<file path="config.mk">
export PLATFORM = sky130hd
export DESIGN_NAME = light_phase_monitor
export DESIGN_NICKNAME = d
export VERILOG_FILES = /design/src/rtl/light_phase_monitor.sv
export SDC_FILE = /design/constraint.sdc
export NUM_CORES = 1
export LEC_CHECK = 0
export CAP_MARGIN = 0
export CORE_UTILIZATION = 46
export CTS_CLUSTER_DIAMETER = 150
export CTS_CLUSTER_SIZE = 25
export DETAILED_ROUTE_END_ITERATION = 10
export HOLD_SLACK_MARGIN = 0.1
export PLACE_DENSITY = 0.74
export SYNTH_ARGS = -nofsm -noshare
export SYNTH_HDL_FRONTEND = slang
export SYNTH_SLANG_ARGS = --single-unit
</file>
<file path="constraint.sdc">
create_clock -name clk -period 3.7 [get_ports clk]
set_input_delay 1.11 -clock clk [delete_from_list [all_inputs] [get_ports clk]]
set_output_delay 1.11 -clock clk [all_outputs]
set_load 0.02 [all_outputs]
</file>
<file path="src/rtl/light_phase_monitor.sv">
// Receive-side watchdog for the R/Y/G lamp outputs of the timed light controller:
// measures each lamp phase, checks order, one-hot encoding and phase lengths.
module light_phase_monitor #(
    parameter int CNT_W   = 5,
    parameter int RED_LEN = 9,
    parameter int YEL_LEN = 5,
    parameter int GRN_LEN = 11,
    parameter int TOL     = 0
) (
    input  logic             clk,
    input  logic             rst_n,
    input  logic             light_r,
    input  logic             light_y,
    input  logic             light_g,
    input  logic             clr_err,
    output logic             phase_done,
    output logic [1:0]       phase_id,
    output logic [CNT_W-1:0] phase_len,
    output logic             len_err,
    output logic             seq_err,
    output logic             code_err,
    output logic             err_sticky,
    output logic [7:0]       cycle_cnt
);

    typedef enum logic [1:0] {
        IDLE  = 2'd0,
        FIRST = 2'd1,
        TRACK = 2'd2
    } state_t;

    localparam logic [CNT_W-1:0] CNT_MAX = '1;
    localparam logic [CNT_W-1:0] CNT_ONE = CNT_W'(1);
    localparam logic [CNT_W-1:0] RED_EXP = CNT_W'(RED_LEN);
    localparam logic [CNT_W-1:0] YEL_EXP = CNT_W'(YEL_LEN);
    localparam logic [CNT_W-1:0] GRN_EXP = CNT_W'(GRN_LEN);
    localparam logic [CNT_W:0]   TOL_V   = (CNT_W+1)'(TOL);

    localparam logic [2:0] CODE_R = 3'b100;
    localparam logic [2:0] CODE_Y = 3'b010;
    localparam logic [2:0] CODE_G = 3'b001;

    state_t           state_q, state_d;
    logic [2:0]       cur_q, cur_d;
    logic [CNT_W-1:0] cnt_q, cnt_d;
    logic             armed_q, armed_d;
    logic             phase_done_q, phase_done_d;
    logic [1:0]       phase_id_q, phase_id_d;
    logic [CNT_W-1:0] phase_len_q, phase_len_d;
    logic             len_err_q, len_err_d;
    logic             seq_err_q, seq_err_d;
    logic             code_err_q, code_err_d;
    logic             err_sticky_q, err_sticky_d;
    logic [7:0]       cycle_cnt_q, cycle_cnt_d;

    logic [2:0]       code;
    logic             is_dark;
    logic             is_onehot;
    logic [2:0]       succ;
    logic [1:0]       cur_id;
    logic [CNT_W-1:0] exp_len;
    logic [CNT_W-1:0] len_diff;
    logic             len_bad;
    logic             legal;

    always_comb begin
        code      = {light_r, light_y, light_g};
        is_dark   = (code == 3'b000);
        is_onehot = (code == CODE_R) || (code == CODE_Y) || (code == CODE_G);
        // R->Y->G->R is a right rotation of the one-hot code
        succ      = {cur_q[0], cur_q[2:1]};
        legal     = (code == succ);

        case (cur_q)
            CODE_R:  begin cur_id = 2'd0; exp_len = RED_EXP; end
            CODE_Y:  begin cur_id = 2'd1; exp_len = YEL_EXP; end
            CODE_G:  begin cur_id = 2'd2; exp_len = GRN_EXP; end
            default: begin cur_id = 2'd0; exp_len = '0;      end
        endcase

        len_diff = (cnt_q >= exp_len) ? (cnt_q - exp_len) : (exp_len - cnt_q);
        len_bad  = (cnt_q == CNT_MAX) || ({1'b0, len_diff} > TOL_V);

        state_d      = state_q;
        cur_d        = cur_q;
        cnt_d        = cnt_q;
        armed_d      = armed_q;
        phase_done_d = 1'b0;
        phase_id_d   = phase_id_q;
        phase_len_d  = phase_len_q;
        len_err_d    = 1'b0;
        seq_err_d    = 1'b0;
        code_err_d   = 1'b0;
        cycle_cnt_d  = cycle_cnt_q;

        case (state_q)
            IDLE: begin
                if (is_onehot) begin
                    cur_d   = code;
                    cnt_d   = CNT_ONE;
                    state_d = FIRST;
                end else if (!is_dark) begin
                    code_err_d = 1'b1;
                end
            end
            default: begin
                if (code == cur_q) begin
                    if (cnt_q != CNT_MAX) cnt_d = cnt_q + 1'b1;
                end else if (is_onehot) begin
                    phase_done_d = 1'b1;
                    phase_id_d   = cur_id;
                    phase_len_d  = cnt_q;
                    len_err_d    = (state_q == TRACK) && len_bad;
                    seq_err_d    = !legal;
                    cur_d        = code;
                    cnt_d        = CNT_ONE;
                    state_d      = legal ? TRACK : FIRST;
                    // armed marks a clean, checked R->Y; a clean checked G->R then closes the cycle
                    if ((state_q == TRACK) && legal && !len_bad) begin
                        if (cur_q == CODE_R) begin
                            armed_d = 1'b1;
                        end else if (cur_q == CODE_G) begin
                            armed_d = 1'b0;
                            if (armed_q) cycle_cnt_d = cycle_cnt_q + 8'd1;
                        end
                    end else begin
                        armed_d = 1'b0;
                    end
                end else if (is_dark) begin
                    seq_err_d    = 1'b1;
                    phase_done_d = 1'b1;
                    phase_id_d   = cur_id;
                    phase_len_d  = cnt_q;
                    armed_d      = 1'b0;
                    state_d      = IDLE;
                end else begin
                    code_err_d = 1'b1;
                    armed_d    = 1'b0;
                    state_d    = IDLE;
                end
            end
        endcase

        if (len_err_d || seq_err_d || code_err_d) err_sticky_d = 1'b1;
        else if (clr_err)                         err_sticky_d = 1'b0;
        else                                      err_sticky_d = err_sticky_q;
    end

    always_ff @(posedge clk or negedge rst_n) begin
        if (!rst_n) begin
            state_q      <= IDLE;
            cur_q        <= 3'b000;
            cnt_q        <= '0;
            armed_q      <= 1'b0;
            phase_done_q <= 1'b0;
            phase_id_q   <= 2'd0;
            phase_len_q  <= '0;
            len_err_q    <= 1'b0;
            seq_err_q    <= 1'b0;
            code_err_q   <= 1'b0;
            err_sticky_q <= 1'b0;
            cycle_cnt_q  <= 8'd0;
        end else begin
            state_q      <= state_d;
            cur_q        <= cur_d;
            cnt_q        <= cnt_d;
            armed_q      <= armed_d;
            phase_done_q <= phase_done_d;
            phase_id_q   <= phase_id_d;
            phase_len_q  <= phase_len_d;
            len_err_q    <= len_err_d;
            seq_err_q    <= seq_err_d;
            code_err_q   <= code_err_d;
            err_sticky_q <= err_sticky_d;
            cycle_cnt_q  <= cycle_cnt_d;
        end
    end

    assign phase_done = phase_done_q;
    assign phase_id   = phase_id_q;
    assign phase_len  = phase_len_q;
    assign len_err    = len_err_q;
    assign seq_err    = seq_err_q;
    assign code_err   = code_err_q;
    assign err_sticky = err_sticky_q;
    assign cycle_cnt  = cycle_cnt_q;

endmodule

</file>
==> results.json, run 1 <==
{
  "filler_cell_count": 324,
  "leakage_nw": 1.02,
  "p_seq_share_pct": 36.1,
  "synth-seq-cells": 31,
  "synth.area.mux_share_pct": 5.67,
  "min_period_over_period_pct": 81.6,
  "final.setup.worst_slack_ns": 0.681,
  "grt_usage_pct": 19.2,
  "cts.repair.resized": 0,
  "yosysTopAreaCell": "dfrtp_1",
  "yosys_warnings": 0,
  "die_area_um2": 4290,
  "drt_iter0_drc": 171,
  "totalPowerFinal_w": 0.00122,
  "required_ns": 3.86,
  "status": "complete, no violations",
  "numCtsBuffers": 5,
  "p_int_w": 0.000760,
  "initial_utilization_pct": 49.1,
  "maxSlewViolCount": 0,
  "syn_nets": 212,
  "fin_nets": 239,
  "layout_commonest_cell": "dfrtp_1",
  "first_pass_iters": 4,
  "combPwrFrac_pct": 42.1,
  "synth_top_family_by_area": "simple AND/OR/NAND/NOR gates",
  "pre_cts_slack_ns": 0.388,
  "core_area_um2": 3770,
  "postLayoutCellArea_um2": 2230,
  "synth_xor_xnor_area_share_pct": 5.67,
  "synth_edf_count": 0,
  "p_sw_share_pct": 37.8,
  "clock_path_buffers": 2,
  "row_count": 22,
  "postCtsSetupBuffers": 0,
  "grt_pass1_vias": 1390,
  "synth_compound_area_share_pct": 12.9,
  "synth-simple-area-share_pct": 22.3,
  "antenna_found_initial": 0,
  "grt_max_degree": 32,
  "powerDensity_nw_per_um2": 548,
  "routed_wl_um": 3610,
  "cp_cell_sequence": "clkdlybuf4s50_1 > and4bb_2 > a21o_1 > a22o_2 > nand4_1 > inv_1 > nand2_4 > mux2_4",
  "die_h_um": 65.5,
  "port_buffers": 25,
  "p_sw_w": 0.000462,
  "place_area_um2": 2140,
  "worst_slew_pin_slew_ns": 0.653,
  "fmax_ghz": 0.331,
  "worst_setup_path_start_kind": "primary input",
  "regArea_um2": 776,
  "async_flop_share_pct": 100,
  "io_pins": 26,
  "ys_seq_area_share_pct": 41.9,
  "grt.overflow.total": 0,
  "vdd_ir_drop_max_mv": 0.341,
  "end_kind": "flop",
  "postSynthCellCount": 195,
  "cp_num_buf_inv": 2,
  "vias": 1445,
  "insertion_delay_ns": 0.28,
  "path_delay_family": "buffers and inverters",
  "crit_fanout": 10,
  "htreeDepth": 2,
  "diodes": 0,
  "synthTopCellsByArea": "dfrtp_1 42%, ha_1 7.4%, mux2_2 4.9%",
  "postRouteAntennaNets": 0,
  "cts_root_buf": "clkbuf_8",
  "drc": 0,
  "criticalPathCategory": "primary input to flop",
  "dpl.hpwl_um": 2600,
  "cts_tree": "yes",
  "syn_avg_cell_area_um2": 9.50,
  "hold_viol": 0,
  "fin_skew_ns": 0.00426,
  "dpl.cell_count": 263,
  "most-common-layout-cells": "31 x dfrtp_1, 25 x clkdlybuf4s50_1, 19 x nand2_1, 16 x o21ai_0, 15 x nor2_1",
  "areaGrowthSynthToFinish_pct": 20.3,
  "setup_viol": 0,
  "wl_per_cell_um": 13.4,
  "clkSinkCount": 31,
  "multi_input_area_um2": 1000,
  "grt_pass1_wl_um": 6290,
  "p_clk_share_pct": 21.8,
  "synthAdderAreaFrac_pct": 7.43,
  "synth_top_area_share_pct": 41.9,
  "viasPerCell": 5.35,
  "fin_tns_setup_ns": 0,
  "die_w_um": 65.5,
  "synth_top_flop_cell": "dfrtp_1",
  "place.gp.congestion": 0.880,
  "yosysUniqueCellTypes": 41,
  "period_needed_ns": 3.02,
  "rsz0062_at_grt": "false",
  "relSlewSlack_pct": 56.2,
  "cts_hold_buffers": 0,
  "drive_above_1_share_pct": 12.2,
  "netlist_area_um2": 1850,
  "cap_violations": 0,
  "cp_slowest_cell": "clkdlybuf4s50_1",
  "arrival_ns": 3.18,
  "stdcell_count": 270,
  "hold_path.class": "flop to flop",
  "max_stage_delay_ns": 0.68,
  "clkTransAtPathRegs_ns": 0.06
}
[cells by family (layout without fill, tap and decap cells)]
family          count (synthesis)  in the layout
simple gates                   74             74
compound gates                 39             39
flops                          31             31
buf+inv                        19             46
xor+xnor                       12             12
fa+ha+maj                      11             11
mux                             9              9
[through the flow]
stage	util, %	hold slack [ns]
after floorplan	-	0.501
after global placement	56.8	0.475
after detailed placement	56.8	0.471
after CTS	59.1	0.485
after global routing	59.1	0.512
final	59.1	0.483
[per-layer routing]
metal / wire, um / GRT usage [%] / part of all wire [%] / up-vias
met5: 0 / 0 / 0 / -
met4: 26 / 5.71 / 0.72 / 0
met3: 149 / 4.69 / 4.1 / 4
met2: 1640 / 29.1 / 45 / 39
met1: 1790 / 27.1 / 50 / 669
li1: - / - / - / 733
[final timing paths]
kind                              start      endpoint  slack (ns)  depth (start not counted)
min in group asynchronous         rst_n      cur_q[1]        1.22                          2
max in group asynchronous         rst_n       len_err        2.19                          2
min reg2reg                cycle_cnt[7]  cycle_cnt[7]        0.48                          1
min                        cycle_cnt[7]  cycle_cnt[7]        0.48                          1
max reg2reg                    cur_q[1]    err_sticky        0.77                         11
max                             light_g  cycle_cnt[1]        0.68                          8
[synthesized netlist by cell type, drive strengths merged, types with 6 or more instances]
library cell	instances
dfrtp	31
ha	11
inv	13
mux2	9
nand2	20
nand3	8
nor2	16
nor3	6
o21ai	18
xnor2	7
[layout make-up]
cell class / count / share of cell area (%)
inverter: 13 / 2.19
tap: 48 / 2.69
clock inverter: 1 / 0.224
timing repair buffer: 26 / 11.6
sequential: 31 / 34.8
clock buffer: 6 / 3.70
multi-input combinational: 145 / 44.8
[power by group through the flow]
stage,sequential [W],clock [W],combinational [W]
2_1_floorplan,0.000465,0,0.000351
3_3_place_gp,0.000446,0,0.000510
3_5_place_dp,0.000448,0,0.000511
4_1_cts,0.000442,0.000270,0.000514
5_1_grt,0.000449,0.000282,0.000575
6_report,0.000441,0.000267,0.000514
[registers in the layout, indices dropped and copies added (netlist names), 2 cells and up]
signal and flops:
cur_q 3, cnt_q 5, cycle_cnt 8, phase_len 5, state_q 2, phase_id 2
No activity file was read; power rests on OpenSTA's default activity.
==> run 2: changes to the inputs <==
- PLACE_DENSITY: 0.74 -> 0.77
- clock period: 3.7 -> 2.7 ns (I/O delays scaled with it)
==> results.json, run 2 (same netlist as run 1, synthesis figures left out) <==
{
  "viasPerCell": 5.47,
  "fmax_ghz": 0.372,
  "worstHoldEndpoint": "cycle_cnt[7]",
  "dpl.hpwl_um": 3080,
  "routed_wl_um": 4600,
  "cp_cell_sequence": "inv_2 > or3_4 > inv_4 > ha_4 > or3_4 > a21oi_4 > nor4_4 > nor3_4 > buf_12 > nand2_4 > mux2_4",
  "die_h_um": 65.5,
  "hold_viol": 0,
  "worst_setup_path_start_kind": "flop",
  "numCtsBuffers": 5,
  "cp_slowest_cell": "or3_4",
  "maxSlewViolCount": 0,
  "required_ns": 2.87,
  "grt_pass1_vias": 1565,
  "cts_tree": "yes",
  "grt_usage_pct": 22.4,
  "htreeDepth": 2,
  "period_needed_ns": 2.69,
  "leakage_nw": 1.22,
  "criticalPathCategory": "flop to flop",
  "first_pass_iters": 6,
  "dpl.cell_count": 287,
  "drc": 0,
  "wl_per_cell_um": 15.1,
  "fin_nets": 273,
  "diodes": 0,
  "status": "complete, no violations",
  "reg2reg_slack_ns": 0.009,
  "io_pins": 26,
  "min_period_over_period_pct": 99.6,
  "drt_iter0_drc": 114,
  "insertion_delay_ns": 0.28,
  "cp_common_cell": "or3_4",
  "drive_above_1_share_pct": 31.9,
  "r2r-start": "cur_q[1]",
  "stdcell_count": 305,
  "totalPowerFinal_w": 0.00216,
  "worst_slew_pin_slew_ns": 0.536,
  "worstHoldPathCells": 1,
  "core_area_um2": 3770,
  "port_buffers": 25,
  "arrival_ns": 2.86,
  "fin_skew_ns": 0.00587,
  "clkTransAtPathRegs_ns": 0.07,
  "setup_viol": 0,
  "powerDensity_nw_per_um2": 810,
  "grt_max_degree": 32,
  "vias": 1667,
  "layout_commonest_cell": "buf_4",
  "crit_fanout": 7,
  "largest_reg_flops": 8,
  "postRouteAntennaNets": 0,
  "grt.overflow.total": 0,
  "die_area_um2": 4290,
  "min_from": "cycle_cnt[7]",
  "initial_utilization_pct": 49.1,
  "max_stage_delay_ns": 0.40,
  "cts_root_buf": "clkbuf_8",
  "r2r_cells": 11,
  "vdd_ir_drop_max_mv": 0.401,
  "antenna_found_initial": 0,
  "end_kind": "flop",
  "cap_violations": 0,
  "most-common-layout-cells": "32 x buf_4, 31 x dfrtp_1, 25 x clkdlybuf4s50_1, 17 x nand2_1, 14 x o21ai_0",
  "row_count": 22,
  "clkSinkCount": 31,
  "rr_endpoint": "cycle_cnt[1]",
  "die_w_um": 65.5,
  "place.gp.congestion": 0.900,
  "hold_path.class": "flop to flop",
  "areaGrowthSynthToFinish_pct": 43.8,
  "rsz0062_at_grt": "true",
  "grt_pass1_wl_um": 7140,
  "relSlewSlack_pct": 64.0,
  "cts_hold_buffers": 0,
  "clock_path_buffers": 2
}
run 2: cell count changes in the layout (fill, tap and decap cells not counted), sizes merged:
cell / before / now
buf: 1 / 34
clkinvlp: 0 / 1
clkinv: 1 / 0
clkbuf: 6 / 8
run 2: final cells by class:
cell class | count | area (um^2)
Clock buffer | 7 | 96.3
Timing Repair Buffer | 60 | 547
Sequential cell | 31 | 776
Fill cell | 273 | 1110
Inverter | 13 | 51.3
Tap cell | 48 | 60.1
Clock inverter | 1 | 7.51
Multi-Input combinational cell | 145 | 1130
run 2: what timing repair did:
item,4_1_cts,5_1_grt
cloned,0,1
gates resized for setup,3,27
setup endpoints to repair,3,8
pin swaps,2,11
setup buffers,3,6
run 2: power breakdown:
| part | internal (W) | switching (W) |
|---|---|---|
| Combinational | 0.000580 | 0.000579 |
| Sequential | 0.000533 | 0.0000592 |
| Clock | 0.000232 | 0.000176 |
run 2: through the flow:
step / setup slack [ns] / area [um^2] / utilization, % / TNS [ns] / hold slack, ns
after CTS: 0.00581 / 2470 / 65.6 / 0 / 0.475
after floorplan: 0.0400 / 1850 / - / 0 / 0.501
after global routing: -0.0568 / 2670 / 70.7 / -0.103 / 0.513
final: 0.00947 / 2670 / 70.7 / 0 / 0.471
after global placement: -0.0466 / 2330 / 61.9 / -0.361 / 0.462
after detailed placement: -0.118 / 2330 / 61.9 / -1.38 / 0.466
run 2: routing by layer:
metal | vias to the layer above | share of wire (%) | global-route usage (%)
li1 | 806 | - | -
met1 | 803 | 42 | 28.0
met2 | 44 | 52 | 37.9
met3 | 14 | 3.6 | 4.86
met4 | 0 | 2.6 | 7.61
met5 | - | 0 | 0
run 2: critical path: cells and delay by family, from the launching register on:
family | cells | cell delay [ns]
buf+inv | 3 | 0.32
simple gates | 5 | 1.24
compound gates | 1 | 0.16
fa+ha+maj | 1 | 0.22
flops | 1 | 0.37
mux | 1 | 0.29
run 2: worst max-delay path by stage:
stage | start | endpoint
finish | cur_q[1] | cycle_cnt[1]
floorplan | cur_q[2] | cycle_cnt[1]
detailed placement | light_r | phase_len[4]
global placement | light_r | phase_id[0]
global route | cur_q[1] | cycle_cnt[1]
CTS | cur_q[2] | cycle_cnt[1]
==> patch 1, RTL diff (settings of run 2) <==
The output `len_err` loses its register stage (`len_err_q` becomes a continuous assignment).
--- a/src/rtl/light_phase_monitor.sv
+++ b/src/rtl/light_phase_monitor.sv
@@ -155,7 +155,6 @@
             phase_done_q <= 1'b0;
             phase_id_q   <= 2'd0;
             phase_len_q  <= '0;
-            len_err_q    <= 1'b0;
             seq_err_q    <= 1'b0;
             code_err_q   <= 1'b0;
             err_sticky_q <= 1'b0;
@@ -168,13 +167,14 @@
             phase_done_q <= phase_done_d;
             phase_id_q   <= phase_id_d;
             phase_len_q  <= phase_len_d;
-            len_err_q    <= len_err_d;
             seq_err_q    <= seq_err_d;
             code_err_q   <= code_err_d;
             err_sticky_q <= err_sticky_d;
             cycle_cnt_q  <= cycle_cnt_d;
         end
     end
+
+    assign len_err_q = len_err_d;
 
     assign phase_done = phase_done_q;
     assign phase_id   = phase_id_q;
Behaviour: not the same (a bounded check fails within 4 cycles, from zero or initial values and one cycle with rst_n low).
==> patch 1 against run 2 <==
- the run now ends with setup timing left
- sequential cell count fell by 1
- routed wire length grew 4.9%
- area after synthesis increased by 4.7%
- first-iteration DRC count rose by 26%
- critical endpoint is now len_err
- cell count grew 5.9%
- total power grew 2.2%
- final area up 5.2%
- sequential power is 5.1% lower
- clock skew about the same
- clock power shrank 7.6%
- setup slack got worse by 0.59 ns
- combinational power rose by 9%
==> patch 1: results (changes against run 2) <==
TIMING.CRITICAL_PATH.FANOUT_MAX=4  # -3
YS_TYPES=45  # +9.8%
DP_SLACK_NS=-0.8315  # -0.7130 ns
DRT_ITER0_DRC=144  # +26%
YOSYS.AREA_SHARE.XOR_XNOR_PCT=5.419  # -0.25 points
SETUP.REG_TO_REG.WORST_SLACK_NS=-0.11  # -0.12 ns
DPL.CELL_COUNT=313  # +9.1%
POWER.SWITCHING_FRACTION_PCT=39.54  # +1.8 points
BUFFER_AREA_SHARE_PCT=22.31  # +1.8 points
LAYOUT-AREA-OVERHEAD-VS-SYNTH_PCT=44.58
SYNTH_TOP_CELLS_BY_AREA='sky130_fd_sc_hd__dfrtp_1 39%, sky130_fd_sc_hd__ha_1 7.1%, sky130_fd_sc_hd__xor2_1 5.4%, sky130_fd_sc_hd__mux2_2 4.6%, sky130_fd_sc_hd__o21ai_0 3.4%'
NUM-NETS-FINAL=289  # +5.9%
ROUTED_WIRE_LENGTH_PER_INSTANCE_UM=14.94  # -0.98%
SETUP_VIOL_COUNT_FINAL=2  # +2
IR_WORST_VDD_mV=0.3066  # -24%
TRACK_USAGE_PCT=24.09  # +1.7 points
VIOLATIONS='setup timing'
SIGNAL_BUFFERS=74  # +23%
SYNTH.YOSYS.SEQ_AREA_SHARE_PCT=38.71  # -3.2 points
AREA_SHARE_CLOCK_BUF_INV_PCT=3.391  # -0.51 points
OUTCOME='finished, violations left'
DRT_PRE_ANTENNA_ITERS=4  # -2
SYNTHADDERAREAFRAC_PCT=7.097  # -0.33 points
WORST_SLACK_NS=-0.5806  # -0.5901 ns
MULTI_INPUT_COMB_CELLS=149  # +2.8%
POSTPLACECELLAREA_MM2=0.002584  # +11%
GP_ROUTABILITY_CONGESTION=0.8476  # -5.8%
FINALHOLDWORSTSLACK_NS=0.4869  # +0.01621 ns
TIMING.REG2REG.WORST_PATH_DEPTH=10  # -1
DRIVE_GT1_SHARE_PCT=36.63  # +4.7 points
NONCLOCKINVERTERCOUNT=12  # -1
POSTCTSSETUPREPAIRBUFS=1  # -2
patch 1: changes by cell type after synthesis, sizes merged, moves of 3 or more:
cell / run 2 / this run
xnor2: 7 / 0
nand2b: 0 / 4
nand2: 20 / 15
nor3: 6 / 9
xor2: 5 / 12
nand3: 8 / 5
patch 1: worst max-delay path, stage by stage, from the launching register on:
cell and delay [ns]:
sky130_fd_sc_hd__dfrtp_2 0.43, sky130_fd_sc_hd__or3_4 0.41, sky130_fd_sc_hd__nand2_2 0.09, sky130_fd_sc_hd__inv_2 0.04, sky130_fd_sc_hd__ha_4 0.15, sky130_fd_sc_hd__nor2b_4 0.12
sky130_fd_sc_hd__o21ai_2 0.07, sky130_fd_sc_hd__a211o_1 0.29, sky130_fd_sc_hd__a32oi_4 0.24, sky130_fd_sc_hd__nor2_4 0.06, sky130_fd_sc_hd__nor3_4 0.12, sky130_fd_sc_hd__buf_6 0.14
patch 1: per-layer routing:
layer  routed length [um]  track usage [%]  vias to the layer above
met2                 2538            40.66                       36
met3                  158            5.651                       11
li1                     -                -                      857
met1                 2032            28.37                      858
met4                   97            11.70                        0
met5                    0                0                        -
patch 1: how the worst max path moves through the flow:
stage	cells after the start	from	slack, ns	end
after CTS	11	cur_q[2]	-0.58	len_err
final	11	cur_q[2]	-0.58	len_err
after global routing	11	cur_q[2]	-0.74	len_err
after detailed placement	10	cur_q[2]	-0.83	len_err
after global placement	10	cur_q[2]	-0.80	len_err
after floorplan	11	cur_q[2]	-0.42	len_err
patch 1: power by group through the flow:
stage	Combinational (mW)	Clock, mW	Sequential, mW
after floorplan	0.586	0	0.613
after global placement	1.04	0	0.567
after detailed placement	1.07	0	0.567
after CTS	1.15	0.384	0.561
after global routing	1.36	0.405	0.571
final	1.27	0.376	0.563
==> patch 2, RTL diff (settings of run 2) <==
Made on the original files. The parameter `CNT_W` goes from 5 to 10.
--- a/src/rtl/light_phase_monitor.sv
+++ b/src/rtl/light_phase_monitor.sv
@@ -1,7 +1,7 @@
 // Receive-side watchdog for the R/Y/G lamp outputs of the timed light controller:
 // measures each lamp phase, checks order, one-hot encoding and phase lengths.
 module light_phase_monitor #(
-    parameter int CNT_W   = 5,
+    parameter int CNT_W   = 10,
     parameter int RED_LEN = 9,
     parameter int YEL_LEN = 5,
     parameter int GRN_LEN = 11,
Interface: changed (resized phase_len); port bits go from 26 to 31. The function was not compared with the original's and may differ.
==> patch 2 against run 2 <==
- the flow now finishes with violations (setup timing)
- routed wire length rose by 36%
- clock skew fell by 0.0014 ns
- hold slack improved by 0.0017 ns
- critical path type unchanged
- final area rose by 31%
- area after synthesis rose by 35%
- setup slack got worse by 0.097 ns
- combinational power rose by 8%
- total power rose by 15%
- via count rose by 32%
- synthesized cell count rose by 28%
- sequential cell count rose by 10
- sequential share of layout area rose by 0.30 points
- fmax fell by 3.5%
==> patch 2: results (changes against run 2) <==
OUTCOME='finished, violations left'
VIOLATIONS='setup timing'
PORT_BUF_INSERTS=30  # +20%
SIGNAL_BUFFERS=80  # +33%
POSTPLACECELLAREA_MM2=0.003208  # +37%
AREA.SHARE.SEQUENTIAL_PCT=29.41  # +0.30 points
SLEW_HEADROOM_PCT=66.10  # +2.1 points
FILL_CELLS=368  # +35%
INTERNAL_POWER_mW=1.570  # +17%
TRACK_USAGE_PCT=24.83  # +2.5 points
VIAS_IN_THE_FIRST_GLOBAL_ROUTE=2213  # +41%
SYNTH_TOP_CELLS_BY_AREA='sky130_fd_sc_hd__dfrtp_1 41%, sky130_fd_sc_hd__mux2_2 5.9%, sky130_fd_sc_hd__ha_1 5.0%, sky130_fd_sc_hd__xor2_1 4.2%, sky130_fd_sc_hd__o21ai_0 2.8%'
REG2REG_FROM='cur_q[2]'
POST_SYNTHESIS_AREA_PER_INSTANCE_UM2=10.01  # +5.3%
RATIO_OF_ROUTED_VIAS_TO_STANDARD_CELLS=5.572  # +1.9%
FIN_SETUP_TNS_NS=-0.1917  # -0.1917 ns
DP_SLACK_NS=-0.4418  # -0.3233 ns
POSTCTSSETUPREPAIRBUFS=4  # +1
POST_CTS_RESIZE_COUNT=19  # +16
YS_TYPES=56  # +37%
FINAL-INSTANCE-COUNT-EXCL-FILL=395  # +30%
GP_ROUTABILITY_CONGESTION=0.9601  # +6.7%
DP.FINAL_HPWL_MM=4.389  # +43%
CORE_AREA_MM2=0.005172  # +37%
WORST_SLACK_NS=-0.08775  # -0.09722 ns
SETUP_VIOL_COUNT_FINAL=6  # +6
WIRELENGTH_MM=6.276  # +36%
NUM-NETS-FINAL=340  # +25%
TIMING.CLOCK.SKEW_NS=0.004451  # -0.001415 ns
==> patch 2: cell types whose count changed after synthesis, sizes merged, moves of 4 or more <==
cell | run 2 | this run
a2111oi | 0 | 7
a211oi | 0 | 4
dfrtp | 31 | 41
mux2 | 9 | 15
nand2b | 0 | 4
nand4 | 3 | 8
xnor2 | 7 | 0
xor2 | 5 | 12
==> patch 2: worst max-delay path by stage <==
stage	start	cells after the start	endpoint
finish	cur_q[2]	12	cycle_cnt[1]
global placement	light_r	7	cycle_cnt[4]
detailed placement	light_r	7	cycle_cnt[4]
floorplan	cur_q[2]	12	cycle_cnt[1]
CTS	cur_q[2]	10	cycle_cnt[1]
global route	cur_q[2]	12	cycle_cnt[1]
==> patch 2: power by group through the flow <==
stage	clock network [mW]	registers, mW	logic (mW)
floorplan	0	0.770	0.586
global placement	0	0.733	1.05
detailed placement	0	0.739	1.07
CTS	0.520	0.729	1.20
global route	0.544	0.736	1.36
finish	0.510	0.729	1.25
==> patch 2: kinds of logic (layout without fill, tap and decap cells) <==
kind of cell / count (synthesis) / count (layout) / share of synthesized area (%)
AO/OA/AOI/OAI: 58 / 58 / 17.17
XOR/XNOR: 12 / 12 / 4.217
adder cells (fa/ha/maj): 10 / 10 / 5.020
buffers and inverters: 25 / 101 / 4.618
flip-flops: 41 / 41 / 41.16
multiplexers: 17 / 17 / 7.580
AND/OR/NAND/NOR: 86 / 86 / 20.23
==> patch 2: per-layer routing <==
metal | GRT usage, % | part of all wire [%] | vias up
li1 | - | - | 1056
met1 | 30.61 | 43 | 1086
met2 | 44.35 | 52 | 50
met3 | 4.233 | 3.3 | 9
met4 | 7.819 | 1.4 | 0
met5 | 0 | 0 | -
